===== src/rtl/spi_slave_apb.sv =====
// spi_slave_apb: APB3 slave acting as an SPI mode-0 responder (MSB first).
// Firmware loads a response word through TXDATA and collects received words
// through RXDATA. SCK, SS_N and MOSI are synchronized into PCLK.
//
// Ports:
//   PCLK, PRESERN       clock, async active-low reset
//   PSEL..PWDATA        APB3 request (PADDR[3:2] decoded)
//   PREADY, PSLVERR     tied 1 / 0
//   PRDATA              combinational read mux
//   SCK, SS_N, MOSI     SPI inputs from the master (async to PCLK)
//   MISO, MISO_OE       SPI data out and pad enable
//   IRQ                 registered interrupt (only with SPI_SLV_IRQ_EN)
//
// Register map: 0x0 TXDATA (wo), 0x4 RXDATA (ro), 0x8 STATUS (ro), 0xC CTRL.
// Optional feature macro: SPI_SLV_IRQ_EN adds IRQ and CTRL[3:2] enables.
//
// state | meaning
// IDLE  | not selected (or disabled); MISO_OE low, MISO high
// LOAD  | one cycle: fetch TX word (or idle word), clear bit count
// SHIFT | shifting a frame on synced SCK edges
module spi_slave_apb #(
  parameter int                 FRAME_W     = 8,
  parameter logic [FRAME_W-1:0] IDLE_WORD   = '1,
  parameter int                 SYNC_STAGES = 2
) (
  input  logic        PCLK,
  input  logic        PRESERN,
  input  logic        PSEL,
  input  logic        PENABLE,
  input  logic        PWRITE,
  input  logic [31:0] PADDR,
  input  logic [31:0] PWDATA,
  output logic        PREADY,
  output logic        PSLVERR,
  output logic [31:0] PRDATA,
  input  logic        SCK,
  input  logic        SS_N,
  input  logic        MOSI,
  output logic        MISO,
`ifdef SPI_SLV_IRQ_EN
  output logic        IRQ,
`endif
  output logic        MISO_OE
);

  typedef enum logic [1:0] {IDLE, LOAD, SHIFT} state_t;

  localparam logic [4:0] FRAME_END = 5'(FRAME_W);

  state_t                 state_q, state_d;
  logic [SYNC_STAGES-1:0] sck_sync_q, sck_sync_d;
  logic [SYNC_STAGES-1:0] ss_sync_q, ss_sync_d;
  logic [SYNC_STAGES-1:0] mosi_sync_q, mosi_sync_d;
  logic                   sck_prev_q, sck_prev_d;
  logic                   ss_prev_q, ss_prev_d;
  logic [FRAME_W-1:0]     shift_tx_q, shift_tx_d;
  logic [FRAME_W-1:0]     shift_rx_q, shift_rx_d;
  logic [4:0]             bitcnt_q, bitcnt_d;
  logic [FRAME_W-1:0]     txdata_q, txdata_d;
  logic [FRAME_W-1:0]     rxdata_q, rxdata_d;
  logic                   tx_full_q, tx_full_d;
  logic                   rx_full_q, rx_full_d;
  logic                   rx_ovr_q, rx_ovr_d;
  logic                   en_q, en_d;
  logic [1:0]             ien_q, ien_d;

  logic sck_s, ss_s, mosi_s;
  logic sck_rise, sck_fall, ss_fall, ss_rise;
  logic apb_wr, apb_rd_rx;
  logic unused;

  assign unused = ^{PADDR[31:4], PADDR[1:0], PWDATA[31:2]};

  assign sck_s    = sck_sync_q[SYNC_STAGES-1];
  assign ss_s     = ss_sync_q[SYNC_STAGES-1];
  assign mosi_s   = mosi_sync_q[SYNC_STAGES-1];
  assign sck_rise = sck_s & ~sck_prev_q;
  assign sck_fall = ~sck_s & sck_prev_q;
  assign ss_fall  = ~ss_s & ss_prev_q;
  assign ss_rise  = ss_s & ~ss_prev_q;

  assign apb_wr    = PSEL & PENABLE & PWRITE;
  assign apb_rd_rx = PSEL & PENABLE & ~PWRITE & (PADDR[3:2] == 2'd1);

  assign PREADY  = 1'b1;
  assign PSLVERR = 1'b0;
  assign MISO_OE = (state_q != IDLE);
  assign MISO    = (state_q == SHIFT) ? shift_tx_q[FRAME_W-1] : 1'b1;

  always_comb begin
    PRDATA = 32'h0;
    if (PSEL && !PWRITE) begin
      case (PADDR[3:2])
        2'd1:    PRDATA = {{(32-FRAME_W){1'b0}}, rxdata_q};
        2'd2:    PRDATA = {24'h0, bitcnt_q[3:0], ~ss_s, rx_ovr_q, ~tx_full_q, rx_full_q};
        2'd3:    PRDATA = {28'h0, ien_q, 1'b0, en_q};
        default: PRDATA = 32'h0;
      endcase
    end
  end

  always_comb begin
    state_d     = state_q;
    sck_sync_d  = {sck_sync_q[SYNC_STAGES-2:0], SCK};
    ss_sync_d   = {ss_sync_q[SYNC_STAGES-2:0], SS_N};
    mosi_sync_d = {mosi_sync_q[SYNC_STAGES-2:0], MOSI};
    sck_prev_d  = sck_s;
    ss_prev_d   = ss_s;
    shift_tx_d  = shift_tx_q;
    shift_rx_d  = shift_rx_q;
    bitcnt_d    = bitcnt_q;
    txdata_d    = txdata_q;
    rxdata_d    = rxdata_q;
    tx_full_d   = tx_full_q;
    rx_full_d   = rx_full_q;
    rx_ovr_d    = rx_ovr_q;
    en_d        = en_q;
    ien_d       = ien_q;

    // Clears come first so a same-cycle frame end can set the flags again.
    if (apb_rd_rx) rx_full_d = 1'b0;
    if (apb_wr && PADDR[3:2] == 2'd3) begin
      en_d = PWDATA[0];
      if (PWDATA[1]) rx_ovr_d = 1'b0;
`ifdef SPI_SLV_IRQ_EN
      ien_d = PWDATA[3:2];
`endif
    end

    case (state_q)
      IDLE: begin
        bitcnt_d = 5'd0;
        if (ss_fall && en_q) state_d = LOAD;
      end
      LOAD: begin
        shift_tx_d = tx_full_q ? txdata_q : IDLE_WORD;
        tx_full_d  = 1'b0;
        bitcnt_d   = 5'd0;
        state_d    = SHIFT;
      end
      SHIFT: begin
        if (bitcnt_q == FRAME_END) begin
          // A word being read out this cycle frees the slot for the new one.
          if (rx_full_q && !apb_rd_rx) begin
            rx_ovr_d = 1'b1;
          end else begin
            rxdata_d  = shift_rx_q;
            rx_full_d = 1'b1;
          end
          state_d = LOAD;
        end else begin
          if (sck_rise) begin
            shift_rx_d = {shift_rx_q[FRAME_W-2:0], mosi_s};
            bitcnt_d   = bitcnt_q + 5'd1;
          end
          // bitcnt 0 filters the trailing fall of the previous frame.
          if (sck_fall && bitcnt_q != 5'd0)
            shift_tx_d = {shift_tx_q[FRAME_W-2:0], 1'b0};
        end
      end
      default: state_d = IDLE;
    endcase

    if (ss_rise) begin
      state_d  = IDLE;
      bitcnt_d = 5'd0;
    end

    // A firmware write in the LOAD cycle queues a fresh word.
    if (apb_wr && PADDR[3:2] == 2'd0) begin
      txdata_d  = PWDATA[FRAME_W-1:0];
      tx_full_d = 1'b1;
    end
  end

  always_ff @(posedge PCLK or negedge PRESERN) begin
    if (!PRESERN) begin
      state_q     <= IDLE;
      sck_sync_q  <= '0;
      ss_sync_q   <= '1;
      mosi_sync_q <= '0;
      sck_prev_q  <= 1'b0;
      ss_prev_q   <= 1'b1;
      shift_tx_q  <= '0;
      shift_rx_q  <= '0;
      bitcnt_q    <= 5'd0;
      txdata_q    <= '0;
      rxdata_q    <= '0;
      tx_full_q   <= 1'b0;
      rx_full_q   <= 1'b0;
      rx_ovr_q    <= 1'b0;
      en_q        <= 1'b0;
      ien_q       <= 2'b00;
    end else begin
      state_q     <= state_d;
      sck_sync_q  <= sck_sync_d;
      ss_sync_q   <= ss_sync_d;
      mosi_sync_q <= mosi_sync_d;
      sck_prev_q  <= sck_prev_d;
      ss_prev_q   <= ss_prev_d;
      shift_tx_q  <= shift_tx_d;
      shift_rx_q  <= shift_rx_d;
      bitcnt_q    <= bitcnt_d;
      txdata_q    <= txdata_d;
      rxdata_q    <= rxdata_d;
      tx_full_q   <= tx_full_d;
      rx_full_q   <= rx_full_d;
      rx_ovr_q    <= rx_ovr_d;
      en_q        <= en_d;
      ien_q       <= ien_d;
    end
  end

`ifdef SPI_SLV_IRQ_EN
  logic irq_q, irq_d;

  always_comb begin
    irq_d = (rx_full_q & ien_q[0]) | (~tx_full_q & ien_q[1]) | rx_ovr_q;
  end

  always_ff @(posedge PCLK or negedge PRESERN) begin
    if (!PRESERN) irq_q <= 1'b0;
    else          irq_q <= irq_d;
  end

  assign IRQ = irq_q;
`endif

endmodule


===== config.mk =====
export PLATFORM = sky130hd
export DESIGN_NAME = spi_slave_apb
export DESIGN_NICKNAME = d
export VERILOG_FILES = /design/src/rtl/spi_slave_apb.sv
export SDC_FILE = /design/constraint.sdc
export NUM_CORES = 1
export LEC_CHECK = 0
export BUFFER_PORTS_ARGS = -buffer_cell sky130_fd_sc_hd__buf_4
export CORE_MARGIN = 3
export CORE_UTILIZATION = 52
export CTS_CLUSTER_DIAMETER = 80
export DETAILED_ROUTE_END_ITERATION = 8
export PLACE_DENSITY = 0.86
export SYNTH_ARGS = -nofsm -noshare
export SYNTH_HDL_FRONTEND = slang
export SYNTH_SLANG_ARGS = --single-unit

===== constraint.sdc =====
create_clock -name PCLK -period 2.54 [get_ports PCLK]
set_input_delay 0.508 -clock PCLK [delete_from_list [all_inputs] [get_ports PCLK]]
set_output_delay 0.508 -clock PCLK [all_outputs]
set_load 0.03 [all_outputs]

Word level (Yosys, flattened, before mapping)
Cells that the tools add are included.
{"block": "totals", "regBits": 51, "output_inout_bits": 36, "wordCells": 91}
{"block": "classes", "n_addsub": 1, "eq_ne": 12, "muxes": 26, "bitwise_logic": 16, "n_reduce_logical": 21}
{"op": "two-way mux 32 bit", "n": 1}
{"op": "two-way mux 8 bit", "n": 3}
{"op": "one-hot mux 8 bit (3 select lines)", "n": 1}
{"op": "one-hot mux 8 bit (2 select lines)", "n": 1}
{"op": "two-way mux 5 bit", "n": 3}
{"op": "two-way mux 1 bit", "n": 12}
{"op": "AND reduction 3 bit", "n": 4}
{"op": "one-hot mux 5 bit (2 select lines)", "n": 1}
{"op": "inequality test 3 bit (second input constant)", "n": 3}
{"op": "bitwise AND 1 bit", "n": 8}
{"op": "inverter 1 bit", "n": 8}
{"op": "== test 2 bit (second input constant)", "n": 3}
{"op": "logical AND 1 bit", "n": 6}
{"op": "two-way mux 2 bit", "n": 3}
{"op": "one-hot mux 2 bit (3 select lines)", "n": 1}
{"op": "nonzero test 2 bit", "n": 3}
{"op": "adder 5 x 1 -> 5 bit (second input constant)", "n": 1}
{"op": "== test 5 x 4 -> 1 bit (second input constant)", "n": 1}
{"op": "nonzero test 5 bit", "n": 1}
{"op": "== test 2 x 1 -> 1 bit (second input constant)", "n": 2}
{"op": "logical NOT 2 bit", "n": 2}
{"op": "inequality test 3 x 2 -> 1 bit (second input constant)", "n": 1}
{"op": "nonzero test 3 bit", "n": 1}
{"op": "logical NOT 1 bit", "n": 2}
{"op": "4 further kinds", "n": 4}

Longest topological paths before layout
{"block": "depth", "word_depth": 8, "mapped_depth": 8}

Worst setup path before layout
Ideal clock, no wire load.
{"block": "synth_path", "path_kind": "input to output", "start": "input port PADDR[2]", "end": "output port PRDATA[0]", "arrival_time_ns": 1.441, "required_time_ns": 2.032, "path_slack_ns": 0.591, "path_stages": 4, "path_cell_list": "and2b_2 > clkbuf_1 > a22oi_1 > nor2_1"}
{"block": "synth_between", "elab_chain_len": 3}
{"item": "start, declared", "line": "31", "rtl": "input logic [31:0] PADDR,"}
{"item": "== test 2 bit or == test 2 x 1 -> 1 bit (tied branches)", "line": "93", "rtl": "case (PADDR[3:2])"}
{"item": "one-hot mux 8 bit (3 select lines) *", "line": "93"}
{"item": "two-way mux 32 bit *", "line": "92", "rtl": "if (PSEL && !PWRITE) begin"}
{"item": "end, declared", "line": "35", "rtl": "output logic [31:0] PRDATA,"}
Every way passes the cells marked *; elsewhere a longest branch is shown, timed or not.

Worst setup path after layout
{"block": "layout_path", "start": "register state_q[0]", "end": "register shift_tx_q[6]"}
{"block": "layout_between", "elab_chain_len": 3}
{"item": "start, declared", "line": "50", "rtl": "state_t state_q, state_d;"}
{"item": "start signal, assigned", "line": "195", "rtl": "state_q <= state_d;"}
{"item": "== test 2 bit or == test 2 x 1 -> 1 bit (tied branches)", "line": "130", "rtl": "case (state_q)"}
{"item": "inequality test 2 x 1 -> 1 bit (no source line) (tied with other cells)"}
{"item": "AND reduction 3 bit (no source line)"}
{"item": "end signal, assigned", "line": "201", "rtl": "shift_tx_q <= shift_tx_d;"}
{"item": "end, declared", "line": "56", "rtl": "logic [FRAME_W-1:0] shift_tx_q, shift_tx_d;"}
Parallel ways exist; a longest one is shown, timed or not.
A chain may end at the register's enable or synchronous reset.

==> impl_metrics.yaml <==
synthesis:
  synthArstFlopShare_pct: 100.0
  yosys_warnings: 0
  ys.flop_type: "dfrtp_1"
  syn_avg_cell_area_sq_um: 10.76
  seq_area_frac_synth_pct: 49.16
  synthCells: 242
  yosysUniqueCellTypes: 43
  netlist_area_sq_mm: 0.002604
  ys_seq_elements: 51
  synth_edf_count: 0
clock_tree:
  cts_setup_buffers: 0
  clk_latency_ns: 0.30
  ctsLongestPathBuffers: 2
  clock_sinks: 51
  cts_buffers: 5
  postCtsResizedCells: 0
  clockRootBuffer: "clkbuf_8"
  htreeDepth: 2
  clk_pin_slew_worst_paths_ns: 0.09
  cts_tree: "done"
  holdBufCountCts: 0
place:
  place_area_sq_mm: 0.002748
  dp_hpwl_mm: 3.449
  finalWeightedCongestion: 0.8524
  dpl.cell_count: 326
  place_ws_ns: 0.5176
  port_buffers: 27
cells_and_area:
  seqCellArea_sq_mm: 0.001280
  n_antenna_cell: 0
  mostFrequentLayoutCells: "48 x dfrtp_1, 28 x buf_4, 26 x mux2_2, 26 x conb_1"
  nFillCells: 412
  areaGrowthSynthToFinish_pct: 8.794
  stdcell_count: 334
  final_area_sq_mm: 0.002833
  drive_above_1_share_pct: 26.59
  nets: 343
  fin_util_pct: 59.19
  layout_commonest_cell: "dfrtp_1"
  multiInputGateArea_sq_mm: 0.001114
critical_path:
  timing.rr.start: "state_q[0]$_DFFE_PN0P_"
  rrSetupSlack_ns: 0.48
  r2r_end: "shift_tx_q[6]$_DFFE_PN0P_"
  worstRegToRegCells: 6
  endpoint_kind: "flip-flop"
  arrival_ns: 2.25
  slowest_delay_ns: 0.52
  path_cells: "inv_1 -> ha_1 -> nand2_1 -> a211oi_4 -> mux2i_1 -> a221oi_1"
  crit_path_top_delay_cell: "a211oi_4"
  critPathKind: "flip-flop to flip-flop"
  cp-start-kind: "flip-flop"
  path_max_fanout: 13
  critPathRequiredTime_ns: 2.73
global_route:
  grt_pass1_vias: 1601
  grt_max_degree: 52
  grt_pass1_wl_mm: 7.652
  antenna_found_initial: 0
  gr-usage-all-layers_pct: 16.40
  overflow: 0
sta:
  tightest_slew_ns: 0.6320
  worst_slack_ns: 0.4842
  finClkSkew_ns: 0.008370
  slew_viol_final: 0
  hold_viol: 0
  min_period_ns: 2.056
  setup_viol_count_final: 0
  max_freq_ghz: 0.4864
  maxSlewHeadroom_pct: 57.87
  setup_tns_ns: 0
  rsz0062_at_grt: "no"
  period_share_pct: 80.94
pwr:
  power_density_mw_per_mm2: 839.4
  p_sw_uw: 875.0
  p_leak_uw: 0.001310
  p_int_uw: 1503
  netSwitchingFraction_pct: 36.80
  ir_worst_vdd_v: 0.0004649
  p_clk_share_pct: 18.8
  pwr-share-comb_pct: 35.2
  p_seq_share_pct: 46.0
min_path:
  worst_hold_path_type: "input port to asynchronous set/reset pin"
route:
  wl_mm: 4.589
  drcViolationCount: 0
  dr.pass1.iters: 4
  drtIter0Drc: 97
  detail_route.wl_per_cell_microns: 13.74
  wl_met3_microns: 248
  wl_met1_mm: 2.054
  ant_nets: 0
  wl_met2_mm: 2.235
  via_count: 1710
  top_layer_used: "met4"
  via_per_inst: 5.120
floorplanning:
  start_util_pct: 54.41
  die_h_microns: 76.76
  ios: 108
  core_area_sq_mm: 0.004786
  dieArea_sq_mm: 0.005892
  fp.dieW_microns: 76.76
  rows: 25
status:
  status: "finished clean"
job:
  cap_violations: 0
kinds of logic (layout without fill, tap and decap cells):
logic type	after synthesis	after routing	share of synthesized area [%]
compound gates	44	44	11.97
fa+ha+maj	5	5	2.403
buf+inv	51	52	11.53
flops	51	51	49.16
mux	28	28	12.01
other cells	2	26	0.2884
simple gates	61	61	12.64
synth_stat cells (2+ instances only):
library cell / count / area share, %
conb_1: 2 / 0.29
nand2_1: 16 / 2.3
o21ai_0: 6 / 1.2
nand3b_1: 2 / 0.58
nand2b_1: 5 / 1.2
ha_1: 5 / 2.4
dfstp_2: 3 / 3.0
inv_1: 16 / 2.3
mux2i_1: 2 / 0.77
a221oi_1: 2 / 0.67
a21oi_1: 13 / 2.5
dfrtp_1: 48 / 46
nand3_1: 6 / 1.2
o211ai_1: 6 / 1.7
or3_1: 2 / 0.48
nand4_1: 4 / 0.96
o22ai_1: 2 / 0.48
mux2_2: 26 / 11
buf_4: 26 / 7.5
buf_2: 3 / 0.58
and2_0: 2 / 0.48
a22oi_1: 8 / 2.3
nor2_1: 14 / 2.0
clkbuf_1: 4 / 0.58
how the worst max path moves through the flow:
| stage | startpoint | to | slack, ns | cells after the start |
|---|---|---|---|---|
| floorplan | PADDR[2] | PRDATA[0] | 0.59 | 4 |
| CTS | state_q[0]$_DFFE_PN0P_ | shift_tx_q[6]$_DFFE_PN0P_ | 0.48 | 6 |
| detailed placement | state_q[0]$_DFFE_PN0P_ | shift_tx_q[6]$_DFFE_PN0P_ | 0.52 | 6 |
| finish | state_q[0]$_DFFE_PN0P_ | shift_tx_q[6]$_DFFE_PN0P_ | 0.48 | 6 |
| global route | state_q[0]$_DFFE_PN0P_ | shift_tx_q[5]$_DFFE_PN0P_ | 0.28 | 6 |
| global placement | PADDR[3] | rxdata_q[6]$_DFFE_PN0P_ | 0.56 | 5 |
registers in the layout, indices dropped and copies added, names as in the netlist:
| signal | count |
|---|---|
| ss_sync_q | 2 |
| rxdata_q | 8 |
| ss_prev_q | 1 |
| shift_tx_q | 8 |
| rx_ovr_q | 1 |
| sck_sync_q | 2 |
| rx_full_q | 1 |
| shift_rx_q | 8 |
| state_q | 2 |
| txdata_q | 8 |
| tx_full_q | 1 |
| sck_prev_q | 1 |
| en_q | 1 |
| mosi_sync_q | 2 |
| bitcnt_q | 5 |
metal layers:
metal | vias to the layer above | global-route usage [%]
li1 | 826 | -
met1 | 830 | 21.04
met2 | 49 | 26.66
met3 | 5 | 3.756
met4 | 0 | 6.884
met5 | - | 0
final cells by class:
type,instances,share of cell area (%)
repair buffers,28,7.421
inverters,16,2.120
multi-input cells,164,39.31
clock buffers,6,2.562
flip-flops and latches,51,45.19
well taps,67,2.959
clock inverters,2,0.4417
worst max-delay path: cells and delay by family, from the launching register on:
kind,cells,cell delay (ns)
compound gates,2,0.81
fa+ha+maj,1,0.41
flops,1,0.38
mux,1,0.15
simple gates,1,0.13
buf+inv,1,0.07
metrics by stage:
| step | power, uW | hold slack (ns) |
|---|---|---|
| after floorplan | 1759 | 0.2124 |
| after global placement | 1897 | 0.3344 |
| after detailed placement | 1939 | 0.3363 |
| after CTS | 2396 | 0.2296 |
| after global routing | 2552 | 0.2538 |
| final | 2378 | 0.2244 |
power by group through the flow:
stage	registers (uW)	logic [uW]	clock network, uW
5_1_grt	1110	935	506
3_3_place_gp	1100	799	0
2_1_floorplan	1070	688	0
3_5_place_dp	1110	831	0
6_report	1090	837	447
4_1_cts	1090	838	468
(Power assumes the default switching activity.)
